$ cat config.mk
export PLATFORM = sky130hd
export DESIGN_NAME = fifo_wr_arbiter
export DESIGN_NICKNAME = d
export VERILOG_FILES = /design/src/rtl/fifo_wr_arbiter.sv
export SDC_FILE = /design/constraint.sdc
export NUM_CORES = 1
export LEC_CHECK = 0
export CAP_MARGIN = 30
export CORE_UTILIZATION = 50
export CTS_CLUSTER_SIZE = 10
export DETAILED_ROUTE_END_ITERATION = 8
export PLACE_DENSITY = 0.82
export SETUP_SLACK_MARGIN = 0.05
export SLEW_MARGIN = 20
export SYNTH_ARGS = -nofsm -noshare
export SYNTH_HDL_FRONTEND = slang
export SYNTH_SLANG_ARGS = --single-unit
$ cat constraint.sdc
create_clock -name Clk -period 3.2 [get_ports Clk]
set_input_delay 0.32 -clock Clk [delete_from_list [all_inputs] [get_ports Clk]]
set_output_delay 0.32 -clock Clk [all_outputs]
set_load 0.005 [all_outputs]
$ cat src/rtl/fifo_wr_arbiter.sv
// Two-source round-robin arbiter for the FIFO byte write port.
// Grants are burst-limited; overflow freezes acceptance and counts stalled cycles.
module fifo_wr_arbiter #(
  parameter int DATA_W    = 8,
  parameter int BURST_MAX = 4,
  parameter int STALL_W   = 16
) (
  input  logic               Clk,
  input  logic               Rst,
  input  logic               req0,
  input  logic [DATA_W-1:0]  data0,
  output logic               ack0,
  input  logic               req1,
  input  logic [DATA_W-1:0]  data1,
  output logic               ack1,
  input  logic               overflow,
  output logic [DATA_W-1:0]  DB,
  output logic               wr,
  output logic               owner,
  output logic               busy,
  output logic [STALL_W-1:0] stall_cnt
);

  typedef enum logic [1:0] {
    IDLE = 2'd0,
    GNT0 = 2'd1,
    GNT1 = 2'd2
  } state_t;

  state_t             state_q, state_d;
  logic [3:0]         burst_cnt_q, burst_cnt_d;
  logic               last_served_q, last_served_d;
  logic [DATA_W-1:0]  db_q, db_d;
  logic               wr_q, wr_d;
  logic               owner_q, owner_d;
  logic [STALL_W-1:0] stall_cnt_q, stall_cnt_d;

  logic              cur_id_s;
  logic              cur_req_s;
  logic              oth_req_s;
  logic [DATA_W-1:0] cur_data_s;
  logic [3:0]        burst_next_s;
  logic              grant_s;
  logic              grant_id_s;

  assign ack0      = (state_q == GNT0) & ~overflow & Rst;
  assign ack1      = (state_q == GNT1) & ~overflow & Rst;
  assign DB        = db_q;
  assign wr        = wr_q;
  assign owner     = owner_q;
  assign busy      = (state_q != IDLE);
  assign stall_cnt = stall_cnt_q;

  // Next-state, burst accounting and write-port capture.
  always_comb begin
    state_d       = state_q;
    burst_cnt_d   = burst_cnt_q;
    last_served_d = last_served_q;
    db_d          = db_q;
    wr_d          = 1'b0;
    owner_d       = owner_q;
    stall_cnt_d   = stall_cnt_q;
    grant_s       = 1'b0;
    grant_id_s    = 1'b0;

    cur_id_s     = (state_q == GNT1);
    cur_req_s    = cur_id_s ? req1 : req0;
    oth_req_s    = cur_id_s ? req0 : req1;
    cur_data_s   = cur_id_s ? data1 : data0;
    burst_next_s = burst_cnt_q + 4'd1;

    if (overflow && (req0 || req1) && (stall_cnt_q != {STALL_W{1'b1}})) begin
      stall_cnt_d = stall_cnt_q + {{(STALL_W-1){1'b0}}, 1'b1};
    end else begin
      stall_cnt_d = stall_cnt_q;
    end

    // While the FIFO is full everything except the stall counter freezes.
    if (!overflow) begin
      case (state_q)
        IDLE: begin
          if (req0 && req1) begin
            grant_s    = 1'b1;
            grant_id_s = ~last_served_q;
          end else if (req0 || req1) begin
            grant_s    = 1'b1;
            grant_id_s = req1;
          end else begin
            grant_s    = 1'b0;
          end
        end
        GNT0, GNT1: begin
          if (cur_req_s) begin
            wr_d        = 1'b1;
            db_d        = cur_data_s;
            owner_d     = cur_id_s;
            burst_cnt_d = burst_next_s;
          end else begin
            wr_d        = 1'b0;
          end
          if (!cur_req_s || (burst_next_s == 4'(BURST_MAX))) begin
            if (oth_req_s) begin
              grant_s    = 1'b1;
              grant_id_s = ~cur_id_s;
            end else if (cur_req_s) begin
              grant_s    = 1'b1;
              grant_id_s = cur_id_s;
            end else begin
              state_d    = IDLE;
            end
          end else begin
            grant_s = 1'b0;
          end
        end
        default: begin
          state_d = IDLE;
        end
      endcase
    end else begin
      state_d = state_q;
    end

    if (grant_s) begin
      state_d       = grant_id_s ? GNT1 : GNT0;
      burst_cnt_d   = 4'd0;
      last_served_d = grant_id_s;
    end else begin
      last_served_d = last_served_q;
    end
  end

  // State and output registers with synchronous active-low reset.
  always_ff @(posedge Clk) begin
    if (!Rst) begin
      state_q       <= IDLE;
      burst_cnt_q   <= 4'd0;
      last_served_q <= 1'b1;
      db_q          <= {DATA_W{1'b0}};
      wr_q          <= 1'b0;
      owner_q       <= 1'b0;
      stall_cnt_q   <= {STALL_W{1'b0}};
    end else begin
      state_q       <= state_d;
      burst_cnt_q   <= burst_cnt_d;
      last_served_q <= last_served_d;
      db_q          <= db_d;
      wr_q          <= wr_d;
      owner_q       <= owner_d;
      stall_cnt_q   <= stall_cnt_d;
    end
  end

endmodule

---- Word level (Yosys, flattened, before mapping) ----
Cells that the tools add are included.
operators by class
  $add $sub $neg .......................... 2
  equal/unequal tests ..................... 9
  multiplexer cells ....................... 24
  bitwise logic cells ..................... 9
  reduce and logical (&&, ||, !) cells .... 13
operators with widths
  cell                                                              count
  16-bit by 1-bit adder with 16-bit output (second input constant)  1
  16-bit != test (second input constant)                            1
  1-bit two-way mux                                                 14
  2-bit two-way mux                                                 6
  3-bit != test (second input constant)                             3
  8-bit two-way mux                                                 1
  1-bit NOT                                                         5
  5-bit AND reduction                                               1
  4-bit by 1-bit adder with 4-bit output (second input constant)    1
  1-bit AND                                                         4
  4-bit by 3-bit == test with 1-bit output (second input constant)  1
  1-bit case mux with 2 select lines                                2
  2-bit case mux with 2 select lines                                1
  2-bit OR reduction                                                2
  1-bit logical AND                                                 3
  3-bit AND reduction                                               1
  3-bit OR reduction                                                1
  2-bit by 1-bit == test with 1-bit output (second input constant)  1
  2-bit == test (second input constant)                             1
  2-bit zero test                                                   1
  1-bit logical OR                                                  2
  2-bit by 1-bit != test with 1-bit output (second input constant)  1
  2-bit != test (second input constant)                             1
  2-bit nonzero test                                                1
  1-bit zero test                                                   1
word-level totals
  bits in registers ....................... 33
  input bits .............................. 21
  output and inout bits ................... 29
  logic and storage cells ................. 64

---- Depth between registers and ports, before layout ----
Gate-level depths: netlist (run 1).
  depth after elaboration ................. 9
  gate-level depth with buffers ........... 7

---- Worst setup path after synthesis (run 1) ----
OpenSTA, ideal clock, no wires.
  path type ............................... register to register
  from .................................... reg state_q[0]
  to ...................................... reg state_q[1]
  arrival ................................. 1.534 ns
  data required time ...................... 3.083 ns
  setup slack ............................. 1.549 ns
  cell stages (with the launch flop) ...... 7
  period minus slack after synthesis ...... 1.651 ns
  cell sequence ........................... dfxtp_1 inv_1 ha_1 a21boi_0 a211o_1 and3_1 a22o_1
on the way
  word-level cells in the longest chain between the ends .. 9
  elaborated cells on any way between the ends .. 29
RTL lines
  element                                                                    line      RTL
  from (decl)                                                                30        state_t state_q, state_d;
  from (signal assigned)                                                     143       state_q <= state_d;
  2-bit == test                                                              66, 80
  1-bit two-way mux                                                          67        cur_req_s = cur_id_s ? req1 : req0;
  1-bit two-way mux or 1-bit zero test (tied branches)                       105, 101
  1-bit two-way mux or 1-bit logical OR (tied branches)                      102, 101
  1-bit two-way mux                                                          101       if (!cur_req_s || (burst_next_s == 4'(BURST_MAX))) begin
  1-bit case mux with 2 select lines                                         80        case (state_q)
  1-bit two-way mux                                                          79        if (!overflow) begin
  3-bit != test (no source line), or another cell as far along               n/a
  5-bit AND reduction (no source line) or 2-bit two-way mux (tied branches)  n/a
Several ways; a longest one is shown, not always the timed one. The select of a mux whose other input is x is not followed.
A chain may end at the register's enable or synchronous reset.

---- Final worst setup path (run 1) ----
  from .................................... reg state_q[0]
  to ...................................... out ack1
on the way
  word-level cells in the longest chain between the ends .. 3
RTL lines
  element                 line  RTL
  2-bit == test           n/a
  net cur_id_s            38    logic cur_id_s;
  1-bit AND (2 in a row)  47    assign ack1 = (state_q == GNT1) & ~overflow & Rst;
  to (decl)               15    output logic ack1,
The timed path passes the listed nets, and every way through them passes these cells.

==> impl_metrics.toml, run 1 <==
[run_status]
status = "complete, no violations"

[placement]
estimated_wirelength_of_the_detail_placed_design_um = 3110
placer_congestion_estimate = 0.833
numPortBuffers = 49
post-place-ws_ns = 0.882

[sta]
rsz0062_at_grt = "no"
period_needed_ns = 2.49
slew_viol_final = 0
hold_violation_total_from_the_final_report = 0
worst_slack_ns = 0.708
clock-skew-final_ns = 0.0103
fin_tns_setup_ns = 0
tightestPinTransition_ns = 0.646
headroom_to_the_max_slew_limit = 0.570
final.period_utilization = 0.779
fmax_ghz = 0.401
finalSetupViolCount = 0

[routing]
first_iter_violations = 125
routed_via_density = 5.70
drt_wl_total_um = 4230
number_of_detailed_route_iterations_in_the_first_pass = 4
num_vias = 1589
wl_per_cell_um = 15.1
antenna_left = 0
post-route-drc-count = 0

[hold_path]
min_delay_path_class = "reg2reg"
worstHoldEndpoint = "DB[0]"
worst_hold_path.num_cells = 2
hold_start = "DB[0]"

[critical_path]
sequence_of_cells_on_the_critical_path = "inv_1, ha_1, nor3b_1, clkdlybuf4s50_1"
critical_path.slowest_cell = "ha_1"
worst_ep_arrival_time_ns = 2.17
criticalPathCategory = "reg2out"
number_of_buffer_and_inverter_stages_on_the_critical_path = 2
largest_driver_fanout_on_the_critical_path = 13
timing.critical_path.max_delay_family = "buffers and inverters"
worst_r2r_path_depth = 8
worst_setup_path_start_kind = "flop"
end_kind = "output pin"
max_stage_delay_ns = 0.58
critical_path.reg2reg.startpoint = "state_q[0]"
rrSetupSlack_ns = 0.92
worst_r2r_endpoint = "burst_cnt_q[3]"
cp.required_ns = 2.88

[grt]
grt.total_usage = 0.268
globalRoute.totalOverflow = 0
grt_start_max_net_pins = 23
wire_length_of_the_first_global_routing_pass_um = 7110
initial_antenna_violation_count = 0
first_global_vias = 1607

[finish]
mostFrequentLayoutCell = "clkdlybuf4s50_1"
post_route_cells_drive_above_1_share = 0.0681
num-fill-cells = 263
top_library_cells_by_usage_in_the_layout_fill_and_taps_aside = "clkdlybuf4s50_1, dfxtp_1, nor2_1, xor2_1, mux2i_1"
final_nets = 263
num_antenna_cells = 0
layout-area-overhead-vs-synth_pct = 34.4

[clock_network]
post_cts_resize_count = 0
cts-hold-fix-buffers = 0
clock_tree.buffer_depth = 2
clock_insertion_delay_worst_skew_ns = 0.33
clock_sinks = 33
cts-buffers-inserted = 5
cts.root.buffer_cell = "clkbuf_4"
tritoncts = "built"
cts_setup_buffers = 0
cts_max_level = 2
clk_pin_slew_worst_paths_ns = 0.10

[floorplan]
dieArea_um2 = 3620
number_of_placement_rows = 20
coreArea_um2 = 3130
fp.dieH_um = 60.2
chipWidth_um = 60.2
io-pin-count = 50
floorplan.initialDensity = 0.541

[yosys]
fraction_of_synthesized_area_in_multiplexers = 0.0650
synth-adder-area-share = 0.0517
syn-cell-area_um2 = 1690
synth.lib_cells_used.distinct = 46
synth_edf_count = 0
yosysSeqAreaShare = 0.390
synth_fp_nets = 213
synth-xor-area-share = 0.0724
syn_avg_cell_area_um2 = 9.15
netlist_instances = 185
synth_top_flop_cell = "dfxtp_1"
synth_top_family_by_area = "simple AND/OR/NAND/NOR gates"
synth_simple_gate_area_share = 0.217
flip_flop_and_latch_count_after_synthesis = 33
async_s_r_ff_share_synth = 0
synth-warning-count = 0
synth-compound-area-share = 0.173

[flow_run]
cap_viol_max_count = 0

[power_and_ir_drop]
static-leakage-power_nw = 0.849
power.density_cell_area_nw_per_um2 = 366
max-vdd-ir-drop_mv = 0.300
-- where the power goes --
part	switching, mW	internal (mW)
Clock	0.138	0.103
Combinational	0.0709	0.0821
Sequential	0.0123	0.426
Total	0.221	0.611
-- registers in the layout (all words and copies together) (netlist names) --
signal and cells:
DB 8, stall_cnt 16, burst_cnt_q 4, state_q 2
owner 1, last_served_q 1, wr 1
-- worst reg2reg max path: cells and delay by family, from the launching register on --
family	cells	cell delay, ns
adder cells (fa/ha/maj)	1	0.58
buffers and inverters	2	0.38
XOR/XNOR	1	0.16
multiplexers	1	0.24
flip-flops	1	0.36
AND/OR/NAND/NOR	3	0.49
-- how the worst max path moves through the flow --
stage	from	to	slack (ns)	depth (start not counted)
2_1_floorplan	state_q[0]	state_q[1]	1.55	6
3_3_place_gp	Rst	ack0	0.92	4
3_5_place_dp	Rst	ack1	0.88	4
4_1_cts	state_q[0]	ack1	0.68	4
5_1_grt	state_q[0]	ack1	0.53	4
6_report	state_q[0]	ack1	0.71	4
-- metrics by stage --
stage          instances  power (mW)  hold slack [ns]  instance area, um^2  utilization
2_1_floorplan        185       0.524            0.442                 1690            -
3_3_place_gp         272       0.591            0.477                 2220        0.708
3_5_place_dp         272       0.601            0.493                 2220        0.708
4_1_cts              279       0.838            0.506                 2270        0.727
5_1_grt              279       0.877            0.537                 2270        0.727
6_report             279       0.832            0.505                 2270        0.727
-- cell usage after synthesis, drive strengths merged (3+ instances only) --
| cell type | instances | area [um^2] |
|---|---|---|
| and4 | 3 | 26.3 |
| nor2 | 25 | 93.8 |
| o2111ai | 3 | 26.3 |
| and3 | 5 | 31.3 |
| nor3 | 5 | 25.0 |
| inv | 4 | 15.0 |
| clkbuf | 3 | 11.3 |
| buf | 5 | 26.3 |
| mux2i | 11 | 110 |
| nand3 | 5 | 25.0 |
| o211ai | 4 | 35.0 |
| ha | 7 | 87.6 |
| nand4 | 4 | 37.5 |
| a211oi | 8 | 60.1 |
| xor2 | 13 | 114 |
| o21ai | 7 | 38.8 |
| nand2 | 10 | 37.5 |
| nor3b | 4 | 35.0 |
| a21oi | 6 | 30.0 |
| dfxtp | 33 | 661 |
-- cell families after synthesis --
family / after synthesis
AO/OA/AOI/OAI: 40
XOR/XNOR: 14
adder cells (fa/ha/maj): 7
buffers and inverters: 12
flip-flops: 33
multiplexers: 11
AND/OR/NAND/NOR: 68
-- per-layer routing --
layer / GRT usage / up-vias / wire length, um / share of wire
li1: - / 774 / - / -
met1: 0.325 / 769 / 1910 / 0.45
met2: 0.441 / 36 / 2100 / 0.50
met3: 0.0714 / 10 / 143 / 0.034
met4: 0.113 / 0 / 72 / 0.017
met5: 0 / - / 0 / 0
-- area by class of cell --
| class | instances | area [um^2] | share of cell area |
|---|---|---|---|
| Tap cell | 44 | 55.1 | 0.0242 |
| Inverter | 4 | 15.0 | 0.00660 |
| Sequential cell | 33 | 661 | 0.290 |
| Clock buffer | 6 | 51.3 | 0.0226 |
| Multi-Input combinational cell | 140 | 980 | 0.431 |
| Clock inverter | 1 | 7.51 | 0.00330 |
| Timing Repair Buffer | 51 | 505 | 0.222 |
Note: power is estimated with default switching activity, not from simulation.
==> run 2: changes to the inputs <==
- CORE_UTILIZATION: 50 -> 42
- PLACE_DENSITY: 0.82 -> 0.73
- clock period: 3.2 -> 2.1 ns (I/O delays scaled with it)
==> run 2 against run 1 <==
Compared with the run above:
- flip-flop and latch count unchanged
- sequential share of layout area is 0.78 points lower
- critical path type unchanged
- register-to-register slack got worse by 0.68 ns
- via count fell by 3.8%
- setup slack lost 0.56 ns
- die area is 18% higher
- utilization decreased by 11 points
- highest routed layer unchanged
- sequential power rose by 53%
- total power grew 61%
- worst hold slack got worse by 0.010 ns
- critical path depth unchanged
==> impl_metrics.toml, run 2 (synthesis gave the netlist of run 1 again) <==
[power_and_ir_drop]
power.clock.fraction = 0.329
power_switching_share = 0.244
power.density_cell_area_nw_per_um2 = 575
pwr-share-seq = 0.498
static-leakage-power_nw = 0.878
max-vdd-ir-drop_mv = 0.375
combinationalPowerShare = 0.173
cellInternalPower_mw = 1.02
p_sw_mw = 0.327
totalPowerFinal_mw = 1.34

[sta]
fmax_ghz = 0.513
hold_violation_total_from_the_final_report = 0
tightestPinTransition_ns = 0.292
fin_tns_setup_ns = 0
clock-skew-final_ns = 0.00288
final.period_utilization = 0.929
slew_viol_final = 0
headroom_to_the_max_slew_limit = 0.800
period_needed_ns = 1.95
rsz0062_at_grt = "no"
finalSetupViolCount = 0

[routing]
antenna_left = 0
num_vias = 1529
routed_via_density = 5.31
wl_per_cell_um = 12.8
post-route-drc-count = 0
first_iter_violations = 67
drt_wl_total_um = 3680
number_of_detailed_route_iterations_in_the_first_pass = 4

[grt]
grt.total_usage = 0.194
grt_start_max_net_pins = 31
initial_antenna_violation_count = 0
wire_length_of_the_first_global_routing_pass_um = 6240
globalRoute.totalOverflow = 0
first_global_vias = 1363

[critical_path]
worst_setup_path_start_kind = "flop"
cp.required_ns = 1.89
max_stage_delay_ns = 0.56
sequence_of_cells_on_the_critical_path = "inv_1, ha_2, nor3b_1, clkdlybuf4s50_1"
largest_driver_fanout_on_the_critical_path = 5
criticalPathCategory = "reg2out"
critical_path.slowest_cell = "clkdlybuf4s50_1"
worst_ep_arrival_time_ns = 1.74
end_kind = "output pin"

[floorplan]
chipWidth_um = 65.5
dieArea_um2 = 4290
coreArea_um2 = 3770
fp.dieH_um = 65.5
floorplan.initialDensity = 0.449
number_of_placement_rows = 22
io-pin-count = 50

[clock_network]
cts_max_level = 2
clock_tree.buffer_depth = 2
clock_sinks = 33
cts-buffers-inserted = 5
clock_insertion_delay_worst_skew_ns = 0.28
tritoncts = "built"
clk_pin_slew_worst_paths_ns = 0.06
cts.root.buffer_cell = "clkbuf_8"

[finish]
num-fill-cells = 331
top_library_cells_by_usage_in_the_layout_fill_and_taps_aside = "clkdlybuf4s50_1, dfxtp_1, nor2_1, xor2_1, mux2i_1"
mostFrequentLayoutCell = "clkdlybuf4s50_1"
final_nets = 267
layout.core_utilization = 0.620
num_antenna_cells = 0
regArea_um2 = 661
largest_reg_flops = 16
multiInputGateArea_um2 = 982
post_route_cells_drive_above_1_share = 0.0792
layout-area-overhead-vs-synth_pct = 38.1

[placement]
estimated_wirelength_of_the_detail_placed_design_um = 2630
placer_congestion_estimate = 0.843
numPortBuffers = 49

[run_status]
status = "complete, no violations"

[flow_run]
cap_viol_max_count = 0

[hold_path]
min_delay_path_class = "reg2reg"
==> run 2: per-stage QoR <==
stage	setup slack, ns	cells	area, um^2	hold WS, ns
floorplan	0.449	185	1690	0.332
global placement	0.148	279	2240	0.482
detailed placement	0.0796	279	2240	0.490
CTS	0.0942	287	2320	0.498
global route	0.0704	288	2340	0.529
finish	0.150	288	2340	0.495
==> run 2: what timing repair did <==
item / in CTS / in global routing
buffers inserted: 0 / 1
resized for setup: 0 / 2
hold buffers: 0 / 0
setup endpoints to repair: 0 / 10
==> run 2: worst paths after layout <==
path                   from       endpoint  slack, ns  cells after the start
max              state_q[0]           ack1       0.15                      4
min                   owner          owner       0.50                      2
max reg2reg  burst_cnt_q[0]  last_served_q       0.24                      6
min reg2reg           owner          owner       0.50                      2
==> run 2: cell type report <==
class	count	share of cell area
timing repair buffer	55	0.231
multi-input combinational	140	0.420
inverter	4	0.00642
tap	48	0.0257
clock buffer	8	0.0343
sequential	33	0.283
==> run 2: per-layer routing <==
metal	track usage	wire length [um]	vias to the layer above
met3	0.0573	170	4
met1	0.251	1760	705
met5	0	0	-
met2	0.300	1700	36
met4	0.0734	46	0
li1	-	-	784
==> run 2: power groups by stage <==
stage | sequential (mW) | combinational [mW] | clock [mW]
after floorplan | 0.680 | 0.118 | 0
after global placement | 0.681 | 0.227 | 0
after detailed placement | 0.682 | 0.230 | 0
after CTS | 0.668 | 0.231 | 0.461
after global routing | 0.671 | 0.260 | 0.492
final | 0.669 | 0.233 | 0.442
==> run 2: critical path: cells and delay by family, from the launching register on <==
family | cells | cell delay [ns]
flops | 1 | 0.34
buf+inv | 2 | 0.65
fa+ha+maj | 1 | 0.23
simple gates | 1 | 0.24
